--- src/rtl/chdr_traffic_sink.sv ---
// chdr_traffic_sink: per-port checker for crossbar self-test packets (routing, length, payload, latency).
// Optional random backpressure when CHDR_TRAFFIC_SINK_BACKPRESSURE_EN is defined.
module chdr_traffic_sink #(
  parameter int WIDTH     = 64,
  parameter int NODE_ID   = 0,
  parameter int NUM_NODES = 25
) (
  input  logic              clk,
  input  logic              rst,
  input  logic [63:0]       current_time,
  input  logic              start_stb,
  input  logic [31:0]       expected_pkts,
  input  logic [WIDTH-1:0]  s_axis_tdata,
  input  logic              s_axis_tlast,
  input  logic              s_axis_tvalid,
  output logic              s_axis_tready,
  output logic              session_active,
  output logic [31:0]       xfer_count,
  output logic [31:0]       pkt_count,
  output logic [31:0]       route_err_count,
  output logic [31:0]       data_err_count,
  output logic [31:0]       len_err_count,
  output logic [63:0]       latency_sum,
  output logic [31:0]       latency_max
);

  localparam logic [15:0] NODE_ADDR = 16'(NODE_ID);
  localparam logic [15:0] NODE_CNT  = 16'(NUM_NODES);

  typedef enum logic [1:0] {
    ST_HDR   = 2'd0,
    ST_TS    = 2'd1,
    ST_BODY  = 2'd2,
    ST_DRAIN = 2'd3
  } state_t;

  function automatic logic [31:0] sat_inc32(input logic [31:0] v);
    return (v == 32'hFFFF_FFFF) ? v : v + 32'd1;
  endfunction

  function automatic logic [63:0] sat_add64(input logic [63:0] a, input logic [63:0] b);
    logic [64:0] s;
    s = {1'b0, a} + {1'b0, b};
    return s[64] ? 64'hFFFF_FFFF_FFFF_FFFF : s[63:0];
  endfunction

  function automatic logic [31:0] clamp32(input logic [63:0] v);
    return (v[63:32] != 32'd0) ? 32'hFFFF_FFFF : v[31:0];
  endfunction

  state_t       state_r, state_nxt_s;
  logic [15:0]  src_r, seq_r, len_r, idx_r, idx_nxt_s;
  logic [31:0]  expected_r;
  logic         route_flag_r, data_flag_r, len_flag_r, lat_valid_r;
  logic [63:0]  lat_r;
  logic         beat_s, eop_s, hdr_load_s, lat_load_s;
  logic         route_hit_s, data_hit_s, len_hit_s;
  logic         route_f_s, data_f_s, len_f_s, lat_valid_s;
  logic [63:0]  lat_s, expected_word_s;
  logic [31:0]  pkt_next_s;

  assign beat_s          = s_axis_tvalid & s_axis_tready;
  assign expected_word_s = {src_r, seq_r, 16'd0, idx_r};
  assign pkt_next_s      = pkt_count + 32'd1;

  // Per-packet error flags accumulate across beats; the final value includes this beat's findings.
  assign route_f_s   = route_flag_r | route_hit_s;
  assign data_f_s    = data_flag_r | data_hit_s;
  assign len_f_s     = len_flag_r | len_hit_s;
  assign lat_valid_s = lat_valid_r | lat_load_s;
  assign lat_s       = lat_load_s ? (current_time - s_axis_tdata) : lat_r;

  // Next-state and per-beat check decode.
  always_comb begin
    state_nxt_s = state_r;
    idx_nxt_s   = idx_r;
    hdr_load_s  = 1'b0;
    lat_load_s  = 1'b0;
    route_hit_s = 1'b0;
    data_hit_s  = 1'b0;
    len_hit_s   = 1'b0;
    eop_s       = 1'b0;
    if (beat_s) begin
      eop_s = s_axis_tlast;
      case (state_r)
        ST_HDR: begin
          hdr_load_s  = 1'b1;
          idx_nxt_s   = 16'd1;
          route_hit_s = (s_axis_tdata[63:48] != NODE_ADDR) || (s_axis_tdata[47:32] >= NODE_CNT);
          if (s_axis_tlast || (s_axis_tdata[15:0] < 16'd2)) begin
            len_hit_s   = 1'b1;
            state_nxt_s = ST_HDR;
          end else begin
            state_nxt_s = ST_TS;
          end
        end
        ST_TS: begin
          lat_load_s = 1'b1;
          idx_nxt_s  = 16'd2;
          if (s_axis_tlast) begin
            len_hit_s   = (len_r != 16'd2);
            state_nxt_s = ST_HDR;
          end else if (len_r == 16'd2) begin
            len_hit_s   = 1'b1;
            state_nxt_s = ST_DRAIN;
          end else begin
            state_nxt_s = ST_BODY;
          end
        end
        ST_BODY: begin
          data_hit_s = (s_axis_tdata != expected_word_s);
          if (s_axis_tlast) begin
            len_hit_s   = (idx_r != (len_r - 16'd1));
            state_nxt_s = ST_HDR;
          end else if (idx_r == (len_r - 16'd1)) begin
            len_hit_s   = 1'b1;
            state_nxt_s = ST_DRAIN;
          end else begin
            idx_nxt_s = idx_r + 16'd1;
          end
        end
        ST_DRAIN: begin
          if (s_axis_tlast) begin
            state_nxt_s = ST_HDR;
          end else begin
            state_nxt_s = ST_DRAIN;
          end
        end
        default: begin
          state_nxt_s = ST_HDR;
        end
      endcase
    end else begin
      state_nxt_s = state_r;
    end
  end

  // State, header fields, per-packet flags and all counters.
  always_ff @(posedge clk) begin
    if (rst) begin
      state_r         <= ST_HDR;
      src_r           <= 16'd0;
      seq_r           <= 16'd0;
      len_r           <= 16'd0;
      idx_r           <= 16'd0;
      expected_r      <= 32'd0;
      route_flag_r    <= 1'b0;
      data_flag_r     <= 1'b0;
      len_flag_r      <= 1'b0;
      lat_valid_r     <= 1'b0;
      lat_r           <= 64'd0;
      session_active  <= 1'b0;
      xfer_count      <= 32'd0;
      pkt_count       <= 32'd0;
      route_err_count <= 32'd0;
      data_err_count  <= 32'd0;
      len_err_count   <= 32'd0;
      latency_sum     <= 64'd0;
      latency_max     <= 32'd0;
    end else if (start_stb) begin
      state_r         <= ST_HDR;
      idx_r           <= 16'd0;
      expected_r      <= expected_pkts;
      route_flag_r    <= 1'b0;
      data_flag_r     <= 1'b0;
      len_flag_r      <= 1'b0;
      lat_valid_r     <= 1'b0;
      session_active  <= 1'b1;
      xfer_count      <= 32'd0;
      pkt_count       <= 32'd0;
      route_err_count <= 32'd0;
      data_err_count  <= 32'd0;
      len_err_count   <= 32'd0;
      latency_sum     <= 64'd0;
      latency_max     <= 32'd0;
    end else begin
      state_r <= state_nxt_s;
      idx_r   <= idx_nxt_s;
      if (hdr_load_s) begin
        src_r <= s_axis_tdata[47:32];
        seq_r <= s_axis_tdata[31:16];
        len_r <= s_axis_tdata[15:0];
      end
      if (beat_s) begin
        xfer_count <= xfer_count + 32'd1;
      end
      if (eop_s) begin
        pkt_count    <= pkt_next_s;
        route_flag_r <= 1'b0;
        data_flag_r  <= 1'b0;
        len_flag_r   <= 1'b0;
        lat_valid_r  <= 1'b0;
        if (route_f_s) route_err_count <= sat_inc32(route_err_count);
        if (data_f_s)  data_err_count  <= sat_inc32(data_err_count);
        if (len_f_s)   len_err_count   <= sat_inc32(len_err_count);
        if (lat_valid_s) begin
          latency_sum <= sat_add64(latency_sum, lat_s);
          if (clamp32(lat_s) > latency_max) latency_max <= clamp32(lat_s);
        end
        if ((expected_r != 32'd0) && (pkt_next_s == expected_r)) session_active <= 1'b0;
      end else begin
        route_flag_r <= route_f_s;
        data_flag_r  <= data_f_s;
        len_flag_r   <= len_f_s;
        if (lat_load_s) begin
          lat_r       <= lat_s;
          lat_valid_r <= 1'b1;
        end
      end
    end
  end

`ifdef CHDR_TRAFFIC_SINK_BACKPRESSURE_EN
  logic [15:0] lfsr_r;

  // Free-running LFSR (x^16+x^14+x^13+x^11+1) that randomly withholds ready.
  always_ff @(posedge clk) begin
    if (rst || start_stb) begin
      lfsr_r <= 16'hACE1;
    end else begin
      lfsr_r <= {lfsr_r[14:0], lfsr_r[15] ^ lfsr_r[13] ^ lfsr_r[12] ^ lfsr_r[10]};
    end
  end

  assign s_axis_tready = session_active & (lfsr_r[1:0] != 2'b00);
`else
  assign s_axis_tready = session_active;
`endif

endmodule

--- config.mk ---
export PLATFORM = sky130hd
export DESIGN_NAME = chdr_traffic_sink
export DESIGN_NICKNAME = d
export VERILOG_FILES = /design/src/rtl/chdr_traffic_sink.sv
export SDC_FILE = /design/constraint.sdc
export NUM_CORES = 1
export LEC_CHECK = 0
export ABC_AREA = 1
export BUFFER_PORTS_ARGS = -buffer_cell sky130_fd_sc_hd__buf_4
export CELL_PAD_IN_SITES_DETAIL_PLACEMENT = 1
export CELL_PAD_IN_SITES_GLOBAL_PLACEMENT = 1
export CORE_ASPECT_RATIO = 0.5
export CORE_MARGIN = 4
export CORE_UTILIZATION = 45
export CTS_BUF_LIST = sky130_fd_sc_hd__clkbuf_16
export CTS_CLUSTER_SIZE = 28
export DETAILED_ROUTE_END_ITERATION = 6
export PLACE_DENSITY_LB_ADDON = 0.3
export SYNTH_ARGS = -nofsm -noshare
export SYNTH_HDL_FRONTEND = slang
export SYNTH_SLANG_ARGS = --single-unit
--- constraint.sdc ---
create_clock -name clk -period 10.4 [get_ports clk]
set_input_delay 2.08 -clock clk [delete_from_list [all_inputs] [get_ports clk]]
set_output_delay 2.08 -clock clk [all_outputs]
set_load 0.05 [all_outputs]
==> run_results.csv, run 1 <==
group,metric,value,unit
placement,routabilityCongestion,1.03,
clocking,setup_repair_bufs_after_cts,0,
sta,worst_hold_slack,0.464,ns
worst_setup_path,critical-path-top-delay-family,"simple AND/OR/NAND/NOR gates",
yosys,synth_nets,5749,
final_layout,final_core_utilization,53.4,%
yosys,ys_seq_elements,423,
sta,finalWorstPathRequiredPeriod,7.96,ns
floorplan,initial_utilization,45.8,%
worst_setup_path,cp_slowest_cell,"inv_1",
worst_setup_path,timing.critical_path.mode_cell,"nand2_1",
worst_setup_path,type_of_origin_of_the_critical_path,"input pin",
worst_setup_path,worst-endpoint-required,10.92,ns
global_route,grt-ovfl-total,0,
sta,timing_max_transition_violations_final,0,
sta,timing_worst_slew_pin_value,1.32,ns
sta,final.setup.tns,0,ns
yosys,yosys.area_share.adder,6.79,%
yosys,post_synth_and_or_nand_nor_area_fraction,32.1,%
yosys,synth_flop_cell,"dfxtp_1",
sta,post_route_clock_period_utilization,76.5,%
routing,first_pass_iters,5,
routing,drc_errors,0,
global_route,antenna_found_initial,3,
final_layout,finalNetCount,6086,
final_layout,area_growth,16.6,%
hold_path,timing.hold.worst.class,"reg -> reg",
yosys,syn-mean-instance-area,6.08,um2
power,power_density_over_cell_area,110,nW/um2
final_layout,final_area,38300,um2
worst_setup_path,cp_max_fo,33,
yosys,area_fraction_in_compound_gates_after_synthesis,15.4,%
floorplan,io_pins,423,
yosys,portion_of_the_post_synthesis_area_used_by_sequential_elements,25.8,%
sta,grt_setup_unrepaired,"false",
sta,slew_headroom,12.3,%
final_layout,commonest_non_fill_non_tap_cell_in_the_layout,"nand2_1",
sta,worst_clock_skew_on_the_final_layout,0.0164,ns
yosys,count_of_different_cell_masters_after_synthesis,55,
final_layout,instances_no_fill,6735,
yosys,postSynth.asyncResetShare,0,%
yosys,synth_enable_flop_cells,0,
clocking,cts_buf_count,44,
yosys,yosys_warnings,0,
placement,place_hpwl,108,mm
routing,initialDrtViolationCount,2438,
final_layout,register_area,8470,um2
global_route,global_route_wire_length_before_repair,209,mm
placement,count_of_placed_standard_cells_including_taps,6656,
worst_setup_path,worst-path-buf-inv,8,
yosys,largest_family_of_logic_cells_by_synthesized_area,"simple AND/OR/NAND/NOR gates",
clocking,cts_root_buf,"clkbuf_16",
worst_setup_path,crit_path_max_incr_delay,0.80,ns
global_route,use_met1,42.4,%
floorplan,cell_row_count,69,
routing,detail-route-antenna-nets,0,
clocking,htree_levels,2,
clocking,postCtsResizedCells,0,
final_layout,drive_above_1_share,10.3,%
global_route,number_of_global_route_vias_before_repair,38000,
yosys,fraction_of_synthesized_cell_area_in_xor_and_xnor_cells,6.97,%
clocking,clk_pin_slew,0.07,ns
clocking,clock_latency,0.63,ns
clocking,cts.path.max_buffers,3,
floorplan,die_w,390,um
floorplan,core_area,71700,um2
global_route,grt_start_max_net_pins,87,
final_layout,layout_common_cells,"nand2_1, inv_1, nor2_1, buf_4, dfxtp_1",
status,outcome,"finished, final reports clean",
sta,timing_hold_violations_final,0,
power,p_total,4.20,mW
routing,detail_route.wirelength,136,mm
sta,worst_slack,2.44,ns
floorplan,dieHeight,199,um
routing,vias,37300,
yosys,synth.mux.area_fraction,0,%
placement,dpl_worst_slack,2.01,ns
yosys,mappedNetlistArea,32900,um2
power,peakVddDrop,0.000107,V
final_layout,layout.filler_cells,10000,
global_route,track_usage,33.6,%
worst_setup_path,critical_setup_path_class,"in -> reg",
worst_setup_path,setup.worst_path.end_class,"flop",
job,drv_cap,0,
global_route,grt_use_met3,5.94,%
final_layout,multi_input_comb_area,20200,um2
clocking,cts_tree,"built",
placement,port_buffers,422,
routing,routed_via_density,5.54,
sta,report.final.setup_viol,0,
routing,wl_per_cell,20.2,um
yosys,synth_cells,5407,
sta,fmax,126,MHz
placement,postPlaceCellArea,36800,um2
clocking,clock-sinks,423,
clocking,postCtsHoldBufs,0,
global_route,grt_util_met2,58.3,%
floorplan,floorplan.die_area,77700,um2
power,static-leakage-power,19.0,nW
worst_setup_path,cp.arrival,8.48,ns
global_route,grt_most_used_layer,"met2",
-- final timing paths --
| path | startpoint | endpoint | slack [ns] | cells after the start |
|---|---|---|---|---|
| min reg2reg | lat_r[42] | lat_r[42] | 0.46 | 2 |
| min | lat_r[42] | lat_r[42] | 0.46 | 2 |
| max reg2reg | state_r[1] | latency_max[10] | 4.21 | 27 |
| max | current_time[0] | latency_max[10] | 2.44 | 37 |
-- tightest hold or removal path, delay by kind of cell, from the launching register on --
kind,cells,cell delay [ns]
buffers and inverters,1,0.06
AOI/OAI and AO/OA,1,0.06
DFF,1,0.30
-- kinds of logic (layout without fill, tap and decap cells) --
kind of cell / Yosys count / in the layout
buf+inv: 1114 / 1482
simple gates: 2510 / 2510
xor+xnor: 255 / 255
fa+ha+maj: 177 / 177
other cells: 0 / 2
compound gates: 928 / 928
flops: 423 / 423
-- cells in the mapped netlist, drive strengths merged (66+ instances only) --
cell type	count	area, um2
clkbuf	117	439
o21ai	307	1540
dfxtp	423	8470
nand3	190	981
nor2	502	1960
xnor2	82	718
a21oi	420	2100
ha	175	2190
nand4	111	694
xor2	169	1480
nor3	112	601
a31oi	66	413
nand2	1492	5620
inv	957	3590
-- state kept, by name, summed over array words and instances, names as in the netlist, 2 cells and up --
signal and cells:
len_r 16, xfer_count 32, idx_r 16, len_err_count 32
state_r 2, latency_sum 64, pkt_count 32, route_err_count 32
seq_r 16, src_r 16, data_err_count 32, latency_max 32
lat_r 64, expected_r 32
-- where the power goes --
part	switching (mW)	internal, mW
Combinational	0.512	0.256
Sequential	0.0246	1.64
Clock	0.783	0.990
-- cell type report --
cell class,instances,share of cell area [%]
clock buffer,45,2.94
multi-input combinational,3870,52.6
antenna,2,0.0131
sequential,423,22.1
tap,958,3.13
timing repair buffer,443,8.68
clock inverter,32,1.04
inverter,962,9.44
-- layer usage --
metal / share of wire, % / routed length [um]
met1: 43 / 59100
met2: 47 / 63700
met3: 6.2 / 8470
met4: 3.5 / 4700
met5: 0.022 / 30
(Power assumes the default switching activity.)
==> inputs of run 2 (changes only) <==
--- a/config.mk
+++ b/config.mk
@@ -11,7 +11,7 @@
 export CELL_PAD_IN_SITES_GLOBAL_PLACEMENT = 1
 export CORE_ASPECT_RATIO = 0.5
 export CORE_MARGIN = 4
-export CORE_UTILIZATION = 45
+export CORE_UTILIZATION = 41
 export CTS_BUF_LIST = sky130_fd_sc_hd__clkbuf_16
 export CTS_CLUSTER_SIZE = 28
 export DETAILED_ROUTE_END_ITERATION = 6
==> constraint.sdc (replaced) <==
create_clock -name clk -period 7.8 [get_ports clk]
set_input_delay 1.56 -clock clk [delete_from_list [all_inputs] [get_ports clk]]
set_output_delay 1.56 -clock clk [all_outputs]
set_load 0.05 [all_outputs]
==> run 2 against run 1 <==
  * Utilization shrank 5.0 points
  * Cell count grew 1.5%
  * Sequential cell count is the same
  * Non-clock buffer count grew 2
  * Routed wire length shrank 1.1%
  * Setup slack lost 1.5 ns
  * Sequential share of layout area shrank 0.089 points
  * Sequential power grew 34%
  * Final area grew 0.41%
  * Critical path depth shrank 4
  * First-iteration DRC count grew 1.5%
==> run_results.csv, run 2 (synthesis results as in run 1) <==
group,metric,value,unit
worst_setup_path,crit_path_max_incr_delay,0.52,ns
global_route,global_route_wire_length_before_repair,209,mm
final_layout,drive_above_1_share,10.3,%
sta,timing_hold_violations_final,0,
floorplan,io_pins,423,
worst_setup_path,critical-path-top-delay-family,"simple AND/OR/NAND/NOR gates",
worst_setup_path,worst_r2r_endpoint,"latency_max[19]",
worst_setup_path,worst-endpoint-required,8.33,ns
routing,detail-route-antenna-nets,0,
final_layout,layout.filler_cells,10900,
power,static-leakage-power,19.0,nW
worst_setup_path,cp_max_fo,31,
worst_setup_path,cp_slowest_cell,"nor2_2",
sta,timing_max_transition_violations_final,0,
worst_setup_path,type_of_origin_of_the_critical_path,"input pin",
hold_path,timing.hold.worst.class,"reg -> reg",
floorplan,core_area,79400,um2
floorplan,die_w,408,um
clocking,postCtsHoldBufs,0,
sta,grt_setup_unrepaired,"false",
sta,finalWorstPathRequiredPeriod,6.82,ns
global_route,number_of_global_route_vias_before_repair,37300,
routing,wl_per_cell,19.7,um
global_route,antenna_found_initial,1,
final_layout,largestRegisters,"lat_r x64, latency_sum x64",
sta,final.setup.tns,0,ns
worst_setup_path,timing.critical_path.depth,33,
worst_setup_path,regToRegStartpoint,"state_r[1]",
power,switching_share,31.7,%
clocking,clk_pin_slew,0.06,ns
power,power_density_over_cell_area,147,nW/um2
clocking,cts.path.max_buffers,3,
final_layout,area_growth,17.0,%
global_route,grt_start_max_net_pins,93,
power,p_total,5.65,mW
routing,first_pass_iters,5,
power,power_share_of_the_sequential_group,39.2,%
routing,routed_via_density,5.39,
clocking,cts_tree,"built",
sta,post_route_clock_period_utilization,87.4,%
power,switching_power,1.79,mW
worst_setup_path,timing.critical_path.mode_cell,"nand2_1",
final_layout,finalNetCount,6089,
routing,initialDrtViolationCount,2474,
final_layout,instances_no_fill,6833,
floorplan,cell_row_count,73,
final_layout,multi_input_comb_area,20200,um2
sta,timing_worst_slew_pin_value,1.26,ns
power,peakVddDrop,0.000114,V
sta,slew_headroom,16.2,%
global_route,grt-ovfl-total,0,
floorplan,initial_utilization,41.4,%
power,clockPowerShare,42.7,%
placement,count_of_placed_standard_cells_including_taps,6750,
hold_path,hold_path_end,"lat_r[43]",
final_layout,layout_common_cells,"nand2_1, inv_1, nor2_1, buf_4, dfxtp_1",
clocking,clock_latency,0.64,ns
sta,fmax,147,MHz
clocking,cts_root_buf,"clkbuf_16",
placement,place_hpwl,108,mm
routing,vias,36800,
hold_path,holdPathStages,2,
worst_setup_path,critical_setup_path_class,"in -> reg",
routing,detail_route.wirelength,134,mm
hold_path,hold_start,"lat_r[43]",
worst_setup_path,worst-path-buf-inv,7,
final_layout,final_core_utilization,48.4,%
status,outcome,"finished, final reports clean",
clocking,htree_levels,2,
floorplan,dieHeight,208,um
placement,port_buffers,422,
power,cell_internal_power,3.86,mW
routing,drc_errors,0,
clocking,clock-sinks,423,
sta,worst_clock_skew_on_the_final_layout,0.0238,ns
worst_setup_path,setup.worst_path.end_class,"flop",
clocking,setup_repair_bufs_after_cts,0,
sta,report.final.setup_viol,0,
job,drv_cap,0,
worst_setup_path,setup.reg_to_reg.worst_slack,2.13,ns
worst_setup_path,cp.arrival,7.35,ns
floorplan,floorplan.die_area,85000,um2
placement,routabilityCongestion,0.984,
global_route,track_usage,30.3,%
final_layout,commonest_non_fill_non_tap_cell_in_the_layout,"nand2_1",
clocking,postCtsResizedCells,0,
final_layout,diodes,0,
clocking,cts_buf_count,45,
power,power.combinational.fraction,18.1,%
final_layout,register_area,8470,um2
worst_setup_path,rr_worst_depth,27,
-- run 2: power by group through the flow --
stage	sequential, mW	combinational, mW	clock (mW)
floorplan	2.26	0.655	0
global placement	2.26	0.972	0
detailed placement	2.26	1.00	0
CTS	2.22	1.01	2.45
global route	2.22	1.13	2.54
finish	2.22	1.02	2.41
-- run 2: area by class of cell --
| type | count | area share (%) |
|---|---|---|
| Clock buffer | 45 | 2.93 |
| Clock inverter | 38 | 1.11 |
| Inverter | 962 | 9.40 |
| Multi-Input combinational cell | 3870 | 52.4 |
| Sequential cell | 423 | 22.0 |
| Tap cell | 1050 | 3.42 |
| Timing Repair Buffer | 445 | 8.69 |
-- run 2: worst min-delay path, cell delays in order, from the launching register on --
cell,delay [ns]
dfxtp_1,0.30
inv_1,0.06
a211oi_1,0.06
-- run 2: worst max-delay path by stage --
stage / endpoint / from / slack [ns]
after floorplan: latency_max[10] / current_time[0] / 2.14
after global placement: latency_max[30] / current_time[0] / 0.82
after detailed placement: latency_max[30] / current_time[0] / 0.57
after CTS: latency_max[19] / current_time[0] / 1.11
after global routing: latency_max[22] / current_time[0] / 0.53
final: latency_max[19] / current_time[0] / 0.98
-- run 2: metrics by stage --
step	setup WS (ns)	hold WS, ns	instance area, um2
after floorplan	2.14	0.432	32900
after global placement	0.819	0.448	36900
after detailed placement	0.570	0.456	36900
after CTS	1.11	0.468	38500
after global routing	0.530	0.491	38500
final	0.984	0.470	38500
-- run 2: metal layers --
layer,track usage (%),routed length (um)
met1,39.7,60100
met2,51.7,62700
met3,4.15,7250
met4,9.56,4410
met5,0,0
==> inputs of run 3 (changes only) <==
--- a/config.mk
+++ b/config.mk
@@ -11,7 +11,7 @@
 export CELL_PAD_IN_SITES_GLOBAL_PLACEMENT = 1
 export CORE_ASPECT_RATIO = 0.5
 export CORE_MARGIN = 4
-export CORE_UTILIZATION = 41
+export CORE_UTILIZATION = 45
 export CTS_BUF_LIST = sky130_fd_sc_hd__clkbuf_16
 export CTS_CLUSTER_SIZE = 28
 export DETAILED_ROUTE_END_ITERATION = 6
==> constraint.sdc (replaced) <==
create_clock -name clk -period 8.6 [get_ports clk]
set_input_delay 1.72 -clock clk [delete_from_list [all_inputs] [get_ports clk]]
set_output_delay 1.72 -clock clk [all_outputs]
set_load 0.05 [all_outputs]
==> run 3 against run 2 <==
  * First-iteration DRC count up 0.32%
  * Clock skew up 0.0093 ns
  * Non-clock buffer count unchanged
  * Die area down 8.6%
  * Utilization up 4.9 points
  * Largest cell class unchanged
  * Register-to-register slack better by 0.62 ns
  * Sequential cell count unchanged
  * Global-route usage up 2.8 points
  * Routed wire length down 0.40%
  * Cell count down 1.4%
  * Largest power group unchanged
==> run_results.csv, run 3 (synthesis results as in run 1) <==
group,metric,value,unit
job,drv_cap,0,
routing,drc_errors,0,
clocking,setup_repair_bufs_after_cts,0,
final_layout,diodes,0,
floorplan,core_area,71700,um2
worst_setup_path,setup.worst_path.end_class,"flop",
sta,finalWorstPathRequiredPeriod,7.07,ns
floorplan,die_w,390,um
power,power_density_over_cell_area,131,nW/um2
floorplan,cell_row_count,69,
floorplan,initial_utilization,45.8,%
worst_setup_path,cp_slowest_cell,"fa_1",
sta,worst_clock_skew_on_the_final_layout,0.0331,ns
placement,count_of_placed_standard_cells_including_taps,6658,
global_route,global_route_wire_length_before_repair,207,mm
final_layout,layout_common_cells,"nand2_1, inv_1, nor2_1, buf_4, dfxtp_1",
clocking,clock_latency,0.63,ns
final_layout,commonest_non_fill_non_tap_cell_in_the_layout,"nand2_1",
sta,timing_max_transition_violations_final,0,
routing,detail_route.wirelength,134,mm
placement,port_buffers,422,
routing,detail-route-antenna-nets,0,
sta,grt_setup_unrepaired,"false",
worst_setup_path,cp_max_fo,33,
worst_setup_path,critical_setup_path_class,"in -> reg",
final_layout,largestRegisters,"lat_r x64, latency_sum x64",
clocking,clock-sinks,423,
clocking,cts_root_buf,"clkbuf_16",
final_layout,finalNetCount,6088,
routing,initialDrtViolationCount,2482,
final_layout,final_core_utilization,53.4,%
floorplan,io_pins,423,
global_route,number_of_global_route_vias_before_repair,37900,
clocking,htree_levels,2,
sta,final.setup.tns,0,ns
placement,routabilityCongestion,1.01,
final_layout,drive_above_1_share,10.3,%
clocking,cts_buf_count,44,
routing,wl_per_cell,19.9,um
sta,timing_hold_violations_final,0,
floorplan,floorplan.die_area,77700,um2
sta,slew_headroom,15.5,%
routing,routed_via_density,5.54,
global_route,track_usage,33.1,%
power,static-leakage-power,18.9,nW
worst_setup_path,timing.critical_path.mode_cell,"nand2_1",
sta,timing_worst_slew_pin_value,1.27,ns
clocking,clk_pin_slew,0.07,ns
final_layout,area_growth,16.4,%
global_route,grt_start_max_net_pins,104,
routing,vias,37300,
worst_setup_path,crit_path_max_incr_delay,0.43,ns
routing,first_pass_iters,6,
hold_path,timing.hold.worst.class,"reg -> reg",
sta,post_route_clock_period_utilization,82.2,%
sta,worst_slack,1.53,ns
clocking,postCtsResizedCells,0,
sta,fmax,141,MHz
worst_setup_path,type_of_origin_of_the_critical_path,"input pin",
clocking,cts_tree,"built",
worst_setup_path,worst-endpoint-required,9.11,ns
power,p_total,5.00,mW
placement,dpl_worst_slack,1.19,ns
worst_setup_path,cp.arrival,7.59,ns
global_route,grt-ovfl-total,0,
clocking,postCtsHoldBufs,0,
placement,place_hpwl,107,mm
global_route,antenna_found_initial,0,
power,peakVddDrop,0.000138,V
status,outcome,"finished, final reports clean",
floorplan,dieHeight,199,um
clocking,cts.path.max_buffers,3,
sta,report.final.setup_viol,0,
final_layout,instances_no_fill,6740,
## run 3: cell count changes in the layout (fill, tap and decap cells not counted), sizes merged
cell      change
clkinv       +10
inv           -9
bufinv        -3
clkinvlp      +1
## run 3: critical path: cells and delay by family
family	cells	cell delay (ns)
and+or+nand+nor	25	2.94
buffers and inverters	7	1.35
adders and majority gates	3	0.99
AOI/OAI and AO/OA	3	0.48
## run 3: path summary, 6_finish.rpt
check | startpoint | endpoint | slack [ns] | cells past startpoint
setup / recovery | current_time[0] | latency_max[30] | 1.53 | 38
hold / removal | lat_r[53] | lat_r[53] | 0.47 | 2
setup reg to reg | state_r[1] | latency_max[30] | 2.75 | 29
hold reg to reg | lat_r[53] | lat_r[53] | 0.47 | 2
## run 3: area by class of cell
| class | count | area, um2 |
|---|---|---|
| flip-flops and latches | 423 | 8470 |
| multi-input cells | 3870 | 20200 |
| clock buffers | 45 | 1130 |
| repair buffers | 445 | 3340 |
| inverters | 962 | 3610 |
| fillers | 10000 | 33400 |
| well taps | 958 | 1200 |
| clock inverters | 37 | 340 |
## run 3: power by group
part	internal, mW	switching, mW	leakage (nW)	total, mW
clock network	1.11	0.951	0.723	2.06
logic	0.309	0.618	14.8	0.927
registers	1.98	0.0292	3.42	2.01
## run 3: metrics by stage
stage	hold WS (ns)	cell area, um2
detailed placement	0.460	36800
global placement	0.446	36800
floorplan	0.432	32900
finish	0.471	38300
global route	0.490	38300
CTS	0.472	38300
## run 3: per-layer routing
metal  part of all wire [%]  vias up  track usage (%)
met5                      0        -                0
met3                    5.8      268             5.29
met2                     47     1004             58.0
li1                       -    17900                -
met1                     43    18100             41.5
met4                    3.9        0             12.1
